==> config.mk <==
export PLATFORM = sky130hd
export DESIGN_NAME = memory_arbiter
export DESIGN_NICKNAME = d
export VERILOG_FILES = /design/src/rtl/memory_arbiter_pkg.sv /design/src/rtl/memory_arbiter_rr.sv /design/src/rtl/memory_arbiter.sv
export SDC_FILE = /design/constraint.sdc
export NUM_CORES = 1
export LEC_CHECK = 0
export BUFFER_PORTS_ARGS = -buffer_cell sky130_fd_sc_hd__buf_4
export CAP_MARGIN = 20
export CORE_AREA = 2 2 108 110
export CTS_BUF_LIST = sky130_fd_sc_hd__clkbuf_16
export CTS_CLUSTER_SIZE = 25
export DETAILED_ROUTE_END_ITERATION = 12
export DIE_AREA = 0 0 110 112
export GPL_TIMING_DRIVEN = 0
export PLACE_DENSITY = 0.84
export REMOVE_ABC_BUFFERS = 1
export SLEW_MARGIN = 10
export SYNTH_ARGS = -nofsm -noshare
export SYNTH_HDL_FRONTEND = slang
export SYNTH_SLANG_ARGS = --single-unit
==> constraint.sdc <==
create_clock -name clock -period 1.95 [get_ports clock]
set_input_delay 0 -clock clock [delete_from_list [all_inputs] [get_ports clock]]
set_output_delay 0 -clock clock [all_outputs]
set_load 0.02 [all_outputs]
==> src/rtl/memory_arbiter_pkg.sv <==
// Shared types and defaults for the memory arbiter.
// Latency: none (declarations only).
// Backpressure: not applicable.
// Contents: FSM state enum, parameter defaults, wait-counter width.
package memory_arbiter_pkg;

    localparam int DEF_CHANNELS     = 2;
    localparam int DEF_ADDR_WIDTH   = 32;
    localparam int DEF_DATA_WIDTH   = 32;
    localparam int DEF_READ_LATENCY = 1;

    // The wait counter runs 0..READ_LATENCY-1, and READ_LATENCY is at most 4.
    localparam int WAIT_CNT_W = 2;

    typedef enum logic [1:0] {
        ST_IDLE  = 2'd0,
        ST_ISSUE = 2'd1,
        ST_WAIT  = 2'd2,
        ST_DONE  = 2'd3
    } arb_state_t;

endpackage

==> src/rtl/memory_arbiter_rr.sv <==
// Combinational round-robin picker: one-hot grant for the first requester after last_grant.
// Latency: purely combinational, zero cycles.
// Backpressure: none; grant_o is all-zero when no request is present.
// Ports: req_i (request vector), last_grant_i (index of previous owner), grant_o (one-hot pick).
module round_robin_arbiter #(
    parameter int  CHANNELS = 2,
    localparam int IDX_W    = $clog2(CHANNELS)
) (
    input  logic [CHANNELS-1:0] req_i,
    input  logic [IDX_W-1:0]    last_grant_i,
    output logic [CHANNELS-1:0] grant_o
);

    always_comb begin
        logic [IDX_W:0]   sum;
        logic [IDX_W-1:0] idx;
        logic             found;
        grant_o = '0;
        found   = 1'b0;
        sum     = '0;
        idx     = '0;
        // Search order is last+1, last+2, ... wrapping, ending on last itself.
        for (int k = 1; k <= CHANNELS; k++) begin
            sum = {1'b0, last_grant_i} + (IDX_W+1)'(k);
            if (sum >= (IDX_W+1)'(CHANNELS)) begin
                sum = sum - (IDX_W+1)'(CHANNELS);
            end
            idx = sum[IDX_W-1:0];
            if (!found && req_i[idx]) begin
                grant_o[idx] = 1'b1;
                found        = 1'b1;
            end
        end
    end

endmodule

==> src/rtl/memory_arbiter.sv <==
// Round-robin arbiter sharing one memory port among CHANNELS requesters, one transaction at a time.
// Latency: write ready 2 cycles after request sampled in IDLE, read ready 2+READ_LATENCY cycles.
// Backpressure: requesters hold req_valid until their req_ready pulse; others wait in IDLE arbitration.
// Ports: clock/reset; req_* per-channel request bundle (slice i = channel i); req_ready/req_rdata
//        completion; mem_* memory port; grant one-hot owner; busy high outside IDLE.
module memory_arbiter
    import memory_arbiter_pkg::*;
#(
    parameter int  CHANNELS     = DEF_CHANNELS,
    parameter int  ADDR_WIDTH   = DEF_ADDR_WIDTH,
    parameter int  DATA_WIDTH   = DEF_DATA_WIDTH,
    parameter int  READ_LATENCY = DEF_READ_LATENCY,
    localparam int STRB_W       = DATA_WIDTH / 8,
    localparam int IDX_W        = $clog2(CHANNELS)
) (
    input  logic                           clock,
    input  logic                           reset,
    input  logic [CHANNELS-1:0]            req_valid,
    input  logic [CHANNELS-1:0]            req_write,
    input  logic [CHANNELS*ADDR_WIDTH-1:0] req_address,
    input  logic [CHANNELS*DATA_WIDTH-1:0] req_wdata,
    input  logic [CHANNELS*STRB_W-1:0]     req_strobe,
    output logic [CHANNELS-1:0]            req_ready,
    output logic [DATA_WIDTH-1:0]          req_rdata,
    output logic [ADDR_WIDTH-1:0]          mem_address,
    output logic                           mem_read,
    output logic                           mem_write,
    output logic [DATA_WIDTH-1:0]          mem_wdata,
    output logic [STRB_W-1:0]              mem_strobe,
    input  logic [DATA_WIDTH-1:0]          mem_rdata,
    output logic [CHANNELS-1:0]            grant,
    output logic                           busy
);

    arb_state_t                state_q, state_d;
    logic [CHANNELS-1:0]       grant_q, grant_d;
    logic [IDX_W-1:0]          last_q, last_d;
    logic                      wr_q, wr_d;
    logic [ADDR_WIDTH-1:0]     addr_q, addr_d;
    logic [DATA_WIDTH-1:0]     wdata_q, wdata_d;
    logic [STRB_W-1:0]         strb_q, strb_d;
    logic [WAIT_CNT_W-1:0]     cnt_q, cnt_d;
    logic [DATA_WIDTH-1:0]     rdata_q, rdata_d;

    logic [CHANNELS-1:0]       rr_grant;
    logic [IDX_W-1:0]          sel_idx;
    logic                      sel_wr;
    logic [ADDR_WIDTH-1:0]     sel_addr;
    logic [DATA_WIDTH-1:0]     sel_wdata;
    logic [STRB_W-1:0]         sel_strb;

    round_robin_arbiter #(.CHANNELS(CHANNELS)) u_rr (
        .req_i        (req_valid),
        .last_grant_i (last_q),
        .grant_o      (rr_grant)
    );

    // One-hot mux of the winning channel's request fields.
    always_comb begin
        sel_idx   = '0;
        sel_wr    = 1'b0;
        sel_addr  = '0;
        sel_wdata = '0;
        sel_strb  = '0;
        for (int i = 0; i < CHANNELS; i++) begin
            if (rr_grant[i]) begin
                sel_idx   = IDX_W'(i);
                sel_wr    = req_write[i];
                sel_addr  = req_address[i*ADDR_WIDTH +: ADDR_WIDTH];
                sel_wdata = req_wdata[i*DATA_WIDTH +: DATA_WIDTH];
                sel_strb  = req_strobe[i*STRB_W +: STRB_W];
            end
        end
    end

    always_comb begin
        state_d = state_q;
        grant_d = grant_q;
        last_d  = last_q;
        wr_d    = wr_q;
        addr_d  = addr_q;
        wdata_d = wdata_q;
        strb_d  = strb_q;
        cnt_d   = cnt_q;
        rdata_d = rdata_q;
        unique case (state_q)
            ST_IDLE: begin
                if (|req_valid) begin
                    grant_d = rr_grant;
                    last_d  = sel_idx;
                    wr_d    = sel_wr;
                    addr_d  = sel_addr;
                    wdata_d = sel_wdata;
                    strb_d  = sel_strb;
                    state_d = ST_ISSUE;
                end
            end
            ST_ISSUE: begin
                cnt_d   = '0;
                state_d = wr_q ? ST_DONE : ST_WAIT;
            end
            ST_WAIT: begin
                // Capture on the edge that closes the last wait cycle.
                if (cnt_q == WAIT_CNT_W'(READ_LATENCY - 1)) begin
                    rdata_d = mem_rdata;
                    state_d = ST_DONE;
                end else begin
                    cnt_d = cnt_q + 1'b1;
                end
            end
            ST_DONE: begin
                grant_d = '0;
                state_d = ST_IDLE;
            end
            default: state_d = ST_IDLE;
        endcase
    end

    always_ff @(posedge clock or negedge reset) begin
        if (!reset) begin
            state_q <= ST_IDLE;
            grant_q <= '0;
            last_q  <= IDX_W'(CHANNELS - 1);
            wr_q    <= 1'b0;
            addr_q  <= '0;
            wdata_q <= '0;
            strb_q  <= '0;
            cnt_q   <= '0;
            rdata_q <= '0;
        end else begin
            state_q <= state_d;
            grant_q <= grant_d;
            last_q  <= last_d;
            wr_q    <= wr_d;
            addr_q  <= addr_d;
            wdata_q <= wdata_d;
            strb_q  <= strb_d;
            cnt_q   <= cnt_d;
            rdata_q <= rdata_d;
        end
    end

    assign busy        = (state_q != ST_IDLE);
    assign mem_read    = (state_q == ST_ISSUE) && !wr_q;
    assign mem_write   = (state_q == ST_ISSUE) &&  wr_q;
    assign mem_address = addr_q;
    assign mem_wdata   = wdata_q;
    assign mem_strobe  = strb_q;
    assign grant       = grant_q;
    assign req_ready   = (state_q == ST_DONE) ? grant_q : '0;
    assign req_rdata   = rdata_q;

endmodule

# Word level (Yosys, flattened, before mapping)
# Cells that the tools add are included.
# word_totals
out_inout_bits	107
reg_bits	108
elab_cells	76
input_bits	174
# op_classes
order_cmp	6
reduce_logical	18
addsub	5
bitwise	1
muxes	31
n_eq_ne	6
# ops
op	count
$mux 32	4
$mux 2	7
$mux 1	13
$reduce_and 2->1	5
$mux 4	2
$pmux 2 s2	2
$pmux 2 s4	1
$ne 2x2->1 const B	3
$reduce_bool 2->1	3
$logic_and 1x1->1	5
$eq 2x2->1 const B	2
$ge 2x2->1 const B	2
$logic_not 2->1	2
$lt 1x2->1 const B	2
$add 1x1->2 const B	1
$add 1x2->2 const B	1
$add 2x1->2 const B	1
$demux 1 s1	2
$eq 2x1->1 const B	1
$ge 1x1->1 const B	2
$logic_not 1->1	2
$or 2x2->2	1
$reduce_or 2->1	1
$sub 1x1->1 const B	2

# Depth between registers and ports, before layout
# logic_depth
depth_word	12
ltp_mapped	7
mapped_depth_nobuf	5

# By module
# Synthesis repeated with hierarchy kept, for this count alone.
# hier_totals
cells_unflattened	425
hier_area_um2	4825.9
# modules_own_cells
mod	cells_each	n_inst	seq_area_each_um2	area_per_inst_um2
memory_arbiter	422	1	2703.8	4807.1
round_robin_arbiter	3	1	0.0	18.8

# Worst setup path after synthesis
# No wires, ideal clock.
# synth_timing
path_type	reg-to-reg
start	register state_q[0]
end	register addr_q[29] (netlist: mem_address[29])
period_less_slack_ns	1.558
path_buffers	2
required_time_ns	1.824
slack_ns	0.392
t_arrival_ns	1.432
path_stages_with_launch	7
setup_time_ns	0.126
cell_sequence	dfrtp_1 -> inv_1 -> ha_1 -> buf_2 -> clkbuf_1 -> and3_1 -> a221o_1
# synth_via
elab_chain_len	2
# synth_lines
element	line_no	text
from (decl)	memory_arbiter.sv:35	arb_state_t state_q, state_d;
from (signal assigned)	memory_arbiter.sv:131	state_q <= state_d;
$logic_not 2->1	memory_arbiter.sv:86	unique case (state_q)
$reduce_and 2->1 (no line)	n/a	
to (signal assigned)	memory_arbiter.sv:135	addr_q <= addr_d;
to (decl)	memory_arbiter.sv:39	logic [ADDR_WIDTH-1:0] addr_q, addr_d;
# No other way between the ends.
# A chain may end at the register's enable or synchronous reset.

# Final worst setup path
# layout_timing
start	register state_q[0]
end	register addr_q[14] (netlist: mem_address[14])
# Same word-level chain as after synthesis.

==> run summary <==
FMAX -> 514 MHz
Most used routing layer -> met2
Synthesized cell area -> 4840 sq um
CP max FO -> 15
Most common cell in the netlist -> dfrtp_1
Area Growth Syn to Fin -> 88.7%
CTS tree -> built
Worst slew margin -> 27.2%
Status -> finished with violations
Vias in the first global route -> 6303
Synthesized instance count -> 457
DRT iter0 DRCs -> 509
Met2 usage -> 60.2%
GR Util met3 -> 10.8%
Antenna Nets Post-Route -> 0
Worst path arrival time -> 2160 ps
Area leader, netlist -> dfrtp_1
Crit start category -> flip-flop
Largest family of logic cells by synthesized area -> simple AND/OR/NAND/NOR gates
Dpl ws -> -1180 ps
Static Leak -> 4.38 nW
Post-Synth XOR/XNOR Area -> 0.181%
Detailed placement HPWL -> 10.7 mm
Maxcap violations -> 0
Final Cell Area -> 9120 sq um
Row Count -> 39
Clock Path Buffers -> 2
Initial antenna violation count -> 2
Final WL -> 22.4 mm
Worst IR Drop VDD -> 0.000875 V
Worst slew pin tran -> 1090 ps
Final Setup Violations -> 0
Via density -> 5.82
Failing checks -> negative hold slack
Buffers on Ports -> 280
Unique masters post-synth -> 33
Global-route wire length before repair -> 33.4 mm
H-tree levels -> 3
GRT overflow -> 0
Layout cell share with drive strength beyond 1 -> 40.0%
Placed cell area -> 7080 sq um
DR pass1 iterations -> 5
Root Buffer -> clkbuf_16
Crit Path Class -> reg -> reg
Post-synthesis average cell area -> 10.6 sq um
Post-synthesis sequential area ratio -> 55.9%
Clock transition at the registers of the reported paths -> 80 ps
Clock sinks -> 108
# IOs -> 281
WP data required -> 2170 ps
Final Worst Setup Slack -> 5.18 ps
#FFs+latches synth -> 108
TritonCTS Buffers -> 9
Simple-Gate Fraction of Synth Area -> 16.7%
Final slew viol count -> 0
Die area -> 12300 sq um
Mux share of post-synthesis cell area -> 8.10%
Async SR Flop Fraction -> 100%
Minimum clock period -> 1940 ps
Die width -> 110 um
Largest cells by area after synthesis -> dfrtp_1 (55%), mux2_2 (7.7%), nand2_1 (7.5%)
Post-synth top cells -> dfrtp_1 (107), nand2_1 (96), a31oi_1 (47)
DIE HEIGHT -> 112 um
Worst hold slack -> -0.178 ps
Effective utilization at floorplan -> 43.3%
Adder-cell area share of the yosys netlist -> 1.29%
Largest net degree at the start of global routing -> 109
HP Class -> in -> reg
Drt wl/cell -> 21.6 um
Placer Congestion -> 0.807
Final #Nets -> 1063
GRT Util Overall -> 35.7%
YS warnings -> 0
Power Dens Cells -> 1490 nW/um^2
M1 GR Usage -> 38.7%
Core Region -> 11200 sq um
Crit. End Element -> flip-flop
RSZ-0062 raised after global routing -> false
Worst skew pair latency -> 350 ps
Detailed-route DRC error count -> 0
Synth top area share -> 55.4%
Max Clock Skew -> 9.42 ps
Total number of vias -> 6018
Final Hold Viols -> 1
Synth Area in Compound Gates -> 12.9%
Top FF cell, synth -> dfrtp_1
Final worst-path cycle share -> 99.7%
Post-synth EDFFs -> 0
[layout by cell type, fill, tap and decap left out, types with 3 or more instances in the layout]
| master | synthesis | layout |
|---|---|---|
| a21oi_1 | 6 | 6 |
| a221o_1 | 21 | 21 |
| a31oi_1 | 47 | 44 |
| a31oi_2 | 0 | 3 |
| and2_1 | 3 | 3 |
| and3_1 | 21 | 21 |
| buf_16 | 0 | 5 |
| buf_4 | 2 | 283 |
| clkbuf_16 | 0 | 9 |
| clkinv_4 | 0 | 4 |
| dfrtp_1 | 107 | 107 |
| dlygate4sd3_1 | 0 | 162 |
| ha_1 | 5 | 4 |
| inv_1 | 7 | 5 |
| mux2_2 | 33 | 33 |
| nand2_1 | 96 | 94 |
| nor2_1 | 4 | 3 |
| nor2b_1 | 4 | 4 |
| nor3_1 | 46 | 46 |
[cells by family (layout without fill, tap and decap cells)]
group                    Yosys count  after routing
multiplexers                      35             35
adder cells (fa/ha/maj)            5              5
AND/OR/NAND/NOR                  178            179
flip-flops                       108            108
other                              0              2
AO/OA/AOI/OAI                     85             85
buffers and inverters             45            476
XOR/XNOR                           1              1
[where the power goes]
group / internal (W) / leakage, nW / switching, W
clock network: 0.000901 / 0.144 / 0.000934
logic: 0.00342 / 2.95 / 0.00416
registers: 0.00340 / 1.29 / 0.000794
total: 0.00772 / 4.38 / 0.00589
[worst paths after layout]
kind,from,endpoint,slack [ps],cells after the start
worst max-delay path,state_q[0]$_DFFE_PN0P_,mem_address[14]$_DFFE_PN0P_,5,7
worst min-delay path,req_address[58],mem_address[26]$_DFFE_PN0P_,-0.2,3
worst max register to register,state_q[0]$_DFFE_PN0P_,mem_address[14]$_DFFE_PN0P_,5,7
worst min register to register,req_rdata[7]$_DFFE_PN0P_,req_rdata[7]$_DFFE_PN0P_,510,1
max in group asynchronous,reset,mem_wdata[4]$_DFFE_PN0P_,890,2
min in group asynchronous,reset,req_rdata[0]$_DFFE_PN0P_,380,2
[area by class of cell]
class | instances | area, sq um
sequential | 108 | 2700
timing repair buffer | 453 | 3940
antenna | 2 | 5.00
clock buffer | 9 | 225
clock inverter | 7 | 66.3
multi-input combinational | 305 | 1980
tap | 143 | 179
fill | 508 | 2050
inverter | 7 | 26.3
[critical path: stages (launching register included)]
cell	delay, ps
dfrtp_1	450
inv_2	100
ha_4	190
buf_4	170
buf_4	180
buf_4	210
and3_1	190
a221o_1	310
[repair_timing]
action,4_1_cts,5_1_grt
gates cloned,0,1
resized for setup,7,7
hold endpoints to repair,208,1
buffers inserted,3,2
hold buffers,161,1
pin swaps,1,0
endpoints found under the setup margin,91,70
[per-stage QoR]
step	std cells	util [%]	TNS, ps	power, W	hold WS, ps
detailed placement	848	63.4	-72610	0.0108	202
finish	1034	81.6	0	0.0136	-0.178
global route	1034	81.6	0	0.0142	25.2
global placement	842	61.8	-159450	0.0103	233
CTS	1028	80.9	-17.2	0.0130	2.16
floorplan	419	-	-66950	0.00765	-296
[metal layers]
layer	routed length, um	share of wire, %
met5	0	0
met4	1310	5.8
met3	2460	11
met2	11000	49
met1	7550	34
[state kept, by name, indices dropped and copies added (netlist names)]
name and flops:
wr_q 1, last_q 1, cnt_q 2, mem_strobe 4
mem_address 32, mem_wdata 32, req_rdata 32, grant 2
state_q 2
Note: power is estimated with default switching activity, not from simulation.
